[config.mk]
export PLATFORM = sky130hd
export DESIGN_NAME = npc_unit
export DESIGN_NICKNAME = d
export VERILOG_FILES = /design/src/rtl/npc_unit.sv
export SDC_FILE = /design/constraint.sdc
export NUM_CORES = 1
export LEC_CHECK = 0
export BUFFER_PORTS_ARGS = -buffer_cell sky130_fd_sc_hd__clkbuf_2
export CAP_MARGIN = 0
export CORE_AREA = 2 2 166 119
export DETAILED_ROUTE_END_ITERATION = 12
export DIE_AREA = 0 0 168 121
export GPL_TIMING_DRIVEN = 0
export PLACE_DENSITY = 0.55
export SKIP_LAST_GASP = 1
export SYNTH_ARGS = -nofsm -noshare
export SYNTH_HDL_FRONTEND = slang
export SYNTH_SLANG_ARGS = --single-unit
[constraint.sdc]
create_clock -name clk -period 3.93 [get_ports clk]
set_input_delay 0.1965 -clock clk [delete_from_list [all_inputs] [get_ports clk]]
set_output_delay 0.1965 -clock clk [all_outputs]
set_load 0.005 [all_outputs]
[src/rtl/npc_unit.sv]
// Fetch PC register and D-stage next-PC resolution for the pipelined MIPS core.
// Handles the full branch/jump set, eret, exception vectoring and fetch-address checking.
module npc_unit #(
    parameter logic [31:0] RESET_PC   = 32'h0000_3000,
    parameter logic [31:0] EXC_VECTOR = 32'h0000_4180,
    parameter logic [31:0] IM_BASE    = 32'h0000_3000,
    parameter int unsigned IM_WORDS   = 4096
) (
    input  logic        clk,
    input  logic        reset,
    input  logic        stall,
    input  logic        exc_req,
    input  logic [31:0] epc,
    input  logic [31:0] ir_d,
    input  logic [31:0] pc_d,
    input  logic [31:0] rs_d,
    input  logic [31:0] rt_d,
    output logic [31:0] pc_f,
    output logic [31:0] link_d,
    output logic        taken_d,
    output logic        bd_d,
    output logic        flush_f,
    output logic        adel_f
);

    localparam logic [5:0]  OP_SPECIAL = 6'b000000;
    localparam logic [5:0]  OP_REGIMM  = 6'b000001;
    localparam logic [5:0]  OP_J       = 6'b000010;
    localparam logic [5:0]  OP_JAL     = 6'b000011;
    localparam logic [5:0]  OP_BEQ     = 6'b000100;
    localparam logic [5:0]  OP_BNE     = 6'b000101;
    localparam logic [5:0]  OP_BLEZ    = 6'b000110;
    localparam logic [5:0]  OP_BGTZ    = 6'b000111;
    localparam logic [5:0]  FN_JR      = 6'b001000;
    localparam logic [5:0]  FN_JALR    = 6'b001001;
    localparam logic [4:0]  RT_BLTZ    = 5'b00000;
    localparam logic [4:0]  RT_BGEZ    = 5'b00001;
    localparam logic [31:0] ERET_WORD  = 32'h4200_0018;

    // Range bounds carried in 33 bits so IM_BASE + 4*IM_WORDS cannot wrap.
    localparam logic [32:0] IM_LO = {1'b0, IM_BASE};
    localparam logic [32:0] IM_HI = IM_LO + (33'(IM_WORDS) << 2);

    logic [31:0] pc_r;
    logic        bd_r;
    logic [5:0]  op_s;
    logic [4:0]  rt_field_s;
    logic [5:0]  func_s;
    logic        is_eret_s;
    logic        branch_s;
    logic        cond_s;
    logic [31:0] br_target_s;
    logic [31:0] j_target_s;
    logic [31:0] target_s;
    logic [31:0] pc_next_s;
    logic        bd_next_s;
    logic [32:0] pc_ext_s;

    assign op_s        = ir_d[31:26];
    assign rt_field_s  = ir_d[20:16];
    assign func_s      = ir_d[5:0];
    assign is_eret_s   = (ir_d == ERET_WORD);
    assign br_target_s = pc_d + 32'd4 + {{14{ir_d[15]}}, ir_d[15:0], 2'b00};
    assign j_target_s  = {pc_d[31:28], ir_d[25:0], 2'b00};

    // Decode D instruction: branch/jump class, redirect condition and target.
    always_comb begin
        branch_s = 1'b0;
        cond_s   = 1'b0;
        target_s = br_target_s;
        case (op_s)
            OP_BEQ: begin
                branch_s = 1'b1;
                cond_s   = (rs_d == rt_d);
            end
            OP_BNE: begin
                branch_s = 1'b1;
                cond_s   = (rs_d != rt_d);
            end
            OP_BLEZ: begin
                branch_s = 1'b1;
                cond_s   = rs_d[31] | (rs_d == 32'd0);
            end
            OP_BGTZ: begin
                branch_s = 1'b1;
                cond_s   = ~rs_d[31] & (rs_d != 32'd0);
            end
            OP_REGIMM: begin
                case (rt_field_s)
                    RT_BLTZ: begin
                        branch_s = 1'b1;
                        cond_s   = rs_d[31];
                    end
                    RT_BGEZ: begin
                        branch_s = 1'b1;
                        cond_s   = ~rs_d[31];
                    end
                    default: begin
                        branch_s = 1'b0;
                        cond_s   = 1'b0;
                    end
                endcase
            end
            OP_J, OP_JAL: begin
                branch_s = 1'b1;
                cond_s   = 1'b1;
                target_s = j_target_s;
            end
            OP_SPECIAL: begin
                if ((func_s == FN_JR) || (func_s == FN_JALR)) begin
                    branch_s = 1'b1;
                    cond_s   = 1'b1;
                    target_s = rs_d;
                end else begin
                    branch_s = 1'b0;
                    cond_s   = 1'b0;
                end
            end
            default: begin
                branch_s = 1'b0;
                cond_s   = 1'b0;
            end
        endcase
    end

    // Next fetch PC and delay-slot flag, exception first, then stall, eret, redirect.
    always_comb begin
        pc_next_s = pc_r + 32'd4;
        bd_next_s = branch_s;
        if (exc_req) begin
            pc_next_s = EXC_VECTOR;
            bd_next_s = 1'b0;
        end else if (stall) begin
            pc_next_s = pc_r;
            bd_next_s = bd_r;
        end else if (is_eret_s) begin
            pc_next_s = epc;
        end else if (cond_s) begin
            pc_next_s = target_s;
        end else begin
            pc_next_s = pc_r + 32'd4;
        end
    end

    // Architectural fetch PC and delay-slot state.
    always_ff @(posedge clk or posedge reset) begin
        if (reset) begin
            pc_r <= RESET_PC;
            bd_r <= 1'b0;
        end else begin
            pc_r <= pc_next_s;
            bd_r <= bd_next_s;
        end
    end

    assign pc_ext_s = {1'b0, pc_r};
    assign pc_f     = pc_r;
    assign bd_d     = bd_r;
    assign taken_d  = cond_s;
    assign link_d   = pc_d + 32'd8;
    assign flush_f  = is_eret_s & ~exc_req;
    assign adel_f   = (pc_r[1:0] != 2'b00) | (pc_ext_s < IM_LO) | (pc_ext_s >= IM_HI);

endmodule

# ---- Word-level counts from Yosys, hierarchy flattened
# Cells that the tools add are included.
dict set report totals {
  reg_bits 33
  latchBits 0
  ramBits 0
  mem_bits_ro 0
  inputBits 164
  out_inout_bits 68
  wordCells 51
  n_memories 0
}
dict set report classes {
  addsub 4
  mul 0
  n_div 0
  magnitude_cmp 2
  n_eq_ne 14
  shifts 0
  mux 13
  bitwise_logic 7
  reduce_logical 9
}
# op count
set op_table {}
lappend op_table {{2-to-1 mux 32 bit} 5}
lappend op_table {{adder 32 x 3 -> 32 bit (second input constant)} 2}
lappend op_table {{one-hot mux 32 bit (2 select lines)} 1}
lappend op_table {{adder 32 bit} 1}
lappend op_table {{adder 32 x 4 -> 32 bit (second input constant)} 1}
lappend op_table {{equality test 32 x 31 -> 1 bit (second input constant)} 1}
lappend op_table {{equality test 32 bit} 1}
lappend op_table {{>= comparator 32 x 15 -> 1 bit (second input constant)} 1}
lappend op_table {{zero test 32 bit} 1}
lappend op_table {{less-than comparator 32 x 14 -> 1 bit (second input constant)} 1}
lappend op_table {{!= test 32 bit} 1}
lappend op_table {{nonzero test 32 bit} 1}
lappend op_table {{equality test 6 x 3 -> 1 bit (second input constant)} 4}
lappend op_table {{equality test 6 x 2 -> 1 bit (second input constant)} 2}
lappend op_table {{equality test 6 x 4 -> 1 bit (second input constant)} 2}
lappend op_table {{one-hot mux 1 bit (7 select lines)} 1}
lappend op_table {{equality test 6 x 1 -> 1 bit (second input constant)} 1}
lappend op_table {{zero test 6 bit} 1}
lappend op_table {{OR reduction 6 bit} 1}
lappend op_table {{equality test 5 x 1 -> 1 bit (second input constant)} 1}
lappend op_table {{zero test 5 bit} 1}
lappend op_table {{2-to-1 mux 1 bit} 4}
lappend op_table {{OR reduction 2 bit} 2}
lappend op_table {{OR 1 bit} 3}
lappend op_table {{7 further kinds} 9}

# ---- Depth between registers and ports, before layout
dict set report depth {
  depth_word 8
  ltp_mapped 15
  depth_no_buf 15
}

# ---- Least setup slack after synthesis
# OpenSTA, ideal clock, no wires.
dict set report synth_timing {
  path_kind {input-to-reg}
  startpoint {in ir_d[7]}
  endpoint {reg pc_r[18] (netlist: pc_f[18])}
  t_arrival_ns 2.572
  required_ns 3.809
  path_slack_ns 1.237
  cell_stages 12
  path_cell_list {ha_1 ha_1 buf_2 a21o_1 a221o_1 o21bai_1 a21oi_2 o21ai_1 xor2_1 a211oi_2 o32ai_1 a22o_1}
}
dict set report synth_via {
  elab_chain_cells 7
}
# item line
set synth_lines {}
lappend synth_lines {{start, declared} 14} ;# input logic [31:0] ir_d,
lappend synth_lines {{adder 32 bit} 63} ;# assign br_target_s = pc_d + 32'd4 + {{14{ir_d[15]}}, ir_d[15:0], 2'b00};
lappend synth_lines {{2-to-1 mux 32 bit} 110} ;# if ((func_s == FN_JR) || (func_s == FN_JALR)) begin
lappend synth_lines {{one-hot mux 32 bit (2 select lines)} 71} ;# case (op_s)
lappend synth_lines {{2-to-1 mux 32 bit} 138} ;# end else if (cond_s) begin
lappend synth_lines {{2-to-1 mux 32 bit *} 136} ;# end else if (is_eret_s) begin
lappend synth_lines {{2-to-1 mux 32 bit *} 133} ;# end else if (stall) begin
lappend synth_lines {{2-to-1 mux 32 bit *} 130} ;# if (exc_req) begin
lappend synth_lines {{end signal, assigned} 151} ;# pc_r <= pc_next_s;
lappend synth_lines {{end, declared} 44} ;# logic [31:0] pc_r;
# Every way passes the cells marked *; elsewhere a longest branch is shown, timed or not. The select of a mux whose other input is x is not followed.
# A chain may end at the register's enable or synchronous reset.

# ---- Final worst setup path
dict set report layout_timing {
  startpoint {in ir_d[0]}
  endpoint {reg pc_r[23] (netlist: pc_f[23])}
}
dict set report layout_via {
  elab_chain_cells 8
}
# item line
set layout_lines {}
lappend layout_lines {{parallel branches: the longest is 5 deep, another holds adder 32 bit} n/a}
lappend layout_lines {{2-to-1 mux 32 bit *} 136}
lappend layout_lines {{2-to-1 mux 32 bit *} 133}
lappend layout_lines {{2-to-1 mux 32 bit *} 130}
# Every way passes the cells marked *. The select of a mux whose other input is x is not followed.

==> summary.txt <==
Outcome
  • Status: finished, final reports clean

STA
  • Worst Clk Skew: between 5 and 6 ps
  • Period utilisation layout: between 70% and 80%
  • TNS Setup: 0 ps
  • Slew @ Worst Pin: roughly 1200 ps
  • Final min period: approximately 3100 ps
  • Final setup vio count: 0
  • Max Fclk: between 0.3 and 0.4 GHz
  • Slew HR: 20.67%
  • Pins over their slew limit: 0
  • RSZ-0062 raised after global routing: false
  • Final Hold Viols: 0

Worst setup path
  • Worst Setup SP: ir_d[0]
  • Critical Path Start Type: input port
  • Worst Path Arrival: approximately 3300 ps
  • Critical path class: input port to register
  • CP endpoint kind: register
  • RR Startpoint: pc_f[8]
  • Crit Path Max Fanout: 5
  • Worst endpoint required time: 4110 ps

Yosys
  • Yosys cell types: just over 70
  • Syn nets: approximately 1000
  • Top-count cell post-synth: nand2_1
  • #FFs+latches synth: 33
  • Syn Inst Count: roughly 820
  • Top post-synthesis cells by count: 75 x nand2_1, 63 x nor2_1, 61 x a21oi_1
  • Syn Area/Cell: about 7.4 sq um
  • EDFF count, synth: 0
  • Synth area leaders: dfrtp_1 13%, ha_1 12%, xor2_1 8.1%
  • Synth area leader: dfrtp_1
  • Primary FF master, synth: dfrtp_1
  • Syn. warnings: 0
  • Mapped cell area: approximately 0.0061 sq mm
  • Seq/Total Area, Yosys: 13.65%
  • Post-synth top area share: ~13%
  • Async set-reset flop share out of synthesis: 100.0%

Global routing
  • Initial antenna violation count: 4
  • Largest net degree at the start of global routing: 34
  • First-pass GRT wire length: 41600 um
  • Overflow after GRT: 0
  • Vias in the first global route: just over 7000
  • GRT Resource Usage Total: between 20% and 30%

Pwr
  • Peak supply drop: approximately 150 uV
  • P_leak: around 0.0035 uW
  • Pwr dens: around 220 mW/mm^2

Place
  • Dpl cells: around 1300
  • Buffers on Ports: roughly 230
  • Post-DP HPWL: around 23000 um
  • Gpl congestion: a little over 0.9

Route
  • DRT Wirelength: 27850 um
  • Drt pass-1 iters: 5
  • Drc violations: 0
  • 1st-iter DRT viols: approximately 710
  • Post-DRT Antenna Nets: 0
  • Via count: around 7500
  • Via density: roughly 5.8
  • WL/cell: 21.39 um

Clock network
  • H-tree depth: 2
  • Setup bufs post-CTS: 0
  • CTS max path bufs: 2
  • TritonCTS clock tree: yes
  • Root Buffer: clkbuf_16
  • Skew-Pair Late Insertion Delay: ~290 ps
  • CTS Sinks: 33
  • Num CTS Buffers: 5
  • CTS Hold Bufs: 0
  • Post-cts resize count: 0
  • Worst-path clk slew: ~50 ps

Cells and area
  • Layout cells sized above 1: 25.87%
  • Synthesis-to-finish area growth: 26.12%
  • Layout Nets: 1283
  • Post-Layout Cell Count: approximately 1300

Floorplanning
  • Die footprint: between 0.02 and 0.025 sq mm
  • Std-Cell Core Area: between 0.015 and 0.02 sq mm
  • Rows: 42
  • Die H: about 120 um
  • I/O Pins: 232
  • Die Wd: roughly 170 um
  • Initial Utilization: around a third

Run
  • Max-cap viol count: 0

Min path
  • Min-Delay Path Class: input port to async pin
area by class of cell:
type / instances / area (sq um)
diodes: 1 / 2.502
plain buffers: 42 / 210.2
clock buffers: 6 / 128.9
clock inverters: 2 / 10.01
fillers: 2026 / 11000
inverters: 34 / 128.9
multi-input cells: 714 / 4902
flip-flops and latches: 33 / 828.3
well taps: 242 / 302.8
repair buffers: 228 / 1141
stage by stage:
stage	hold slack, ps	utilization [%]	instance area, sq um	power (uW)	worst slack [ps]
2_1_floorplan	323.9	-	6070	899.1	1237
3_3_place_gp	473.7	40.28	7513	1242	468.7
3_5_place_dp	351.2	40.28	7513	1245	521.1
4_1_cts	52.99	41.02	7652	1638	793.0
5_1_grt	103.6	41.02	7652	1750	416.6
6_report	30.29	41.03	7655	1649	798.8
cells by family (layout without fill, tap and decap cells):
group                    count (synthesis)  count (layout)  synth area share (%)
multiplexers                             3               3                0.5154
AO/OA/AOI/OAI                          253             253                 28.18
AND/OR/NAND/NOR                        288             288                 23.64
other                                    0               1                     0
adder cells (fa/ha/maj)                 61              61                 12.70
XOR/XNOR                               109             109                 15.73
flip-flops                              33              33                 13.65
buffers and inverters                   76             312                 5.586
where the power goes:
group	leakage, uW	total [uW]	switching (uW)	internal [uW]
Sequential	0.000423	391	33.1	358
Combinational	0.00301	864	503	361
Clock	0.0000706	394	161	233
Total	0.00350	1650	697	952
worst max-delay path, cell delays in order:
cell      delay (ps)
clkbuf_2         170
inv_1             60
ha_1             180
inv_1             50
ha_1             180
inv_1             60
fa_1             400
nor2b_1          180
o31a_2           190
o21ai_1          120
a21oi_1          420
o21ai_0          270
xor2_1           200
o22ai_1          250
o21ai_0          130
a221oi_1         270
layout by cell type (no fill, tap or decap), types with 4 or more instances in the layout:
master     count
clkbuf_2     228
nand2_1       75
nor2_1        63
a21oi_1       61
ha_1          60
xor2_1        56
xnor2_1       53
o21ai_0       33
inv_1         32
nand3_1       31
dfrtp_1       31
nor4_1        30
a22oi_1       29
nand4_1       26
clkbuf_1      25
o211ai_1      18
a221oi_1      17
o22ai_1       17
nor3_1        16
a21o_1        15
and3_1        10
buf_2          9
nor2b_1        8
buf_4          6
a31oi_1        6
o21bai_1       6
a211oi_1       6
o31ai_1        5
nand2b_1       5
o21ai_1        5
or2_2          5
clkbuf_16      5
or3_1          4
state kept, by name, summed over array words and instances, names as in the netlist:
name / count
bd_d: 1
pc_f: 32
per-layer routing:
layer | up-vias | share of wire [%] | global-route usage (%) | wire (um)
li1 | 3561 | - | - | -
met1 | 3466 | 45 | 38.67 | 12660
met2 | 411 | 42 | 40.11 | 11580
met3 | 45 | 11 | 6.393 | 3031
met4 | 6 | 1.9 | 5.978 | 540
met5 | - | 0.16 | 0 | 45
worst paths after layout:
| check | endpoint | slack, ps | depth (start not counted) |
|---|---|---|---|
| worst max-delay path | pc_f[23] | 800 | 16 |
| worst min-delay path | pc_f[4] | 30 | 2 |
| worst max register to register | pc_f[20] | 1280 | 9 |
| worst min register to register | bd_d | 520 | 2 |
| max in group asynchronous | pc_f[20] | 3400 | 2 |
| min in group clk | pc_f[14] | 170 | 3 |
(Power assumes the default switching activity.)
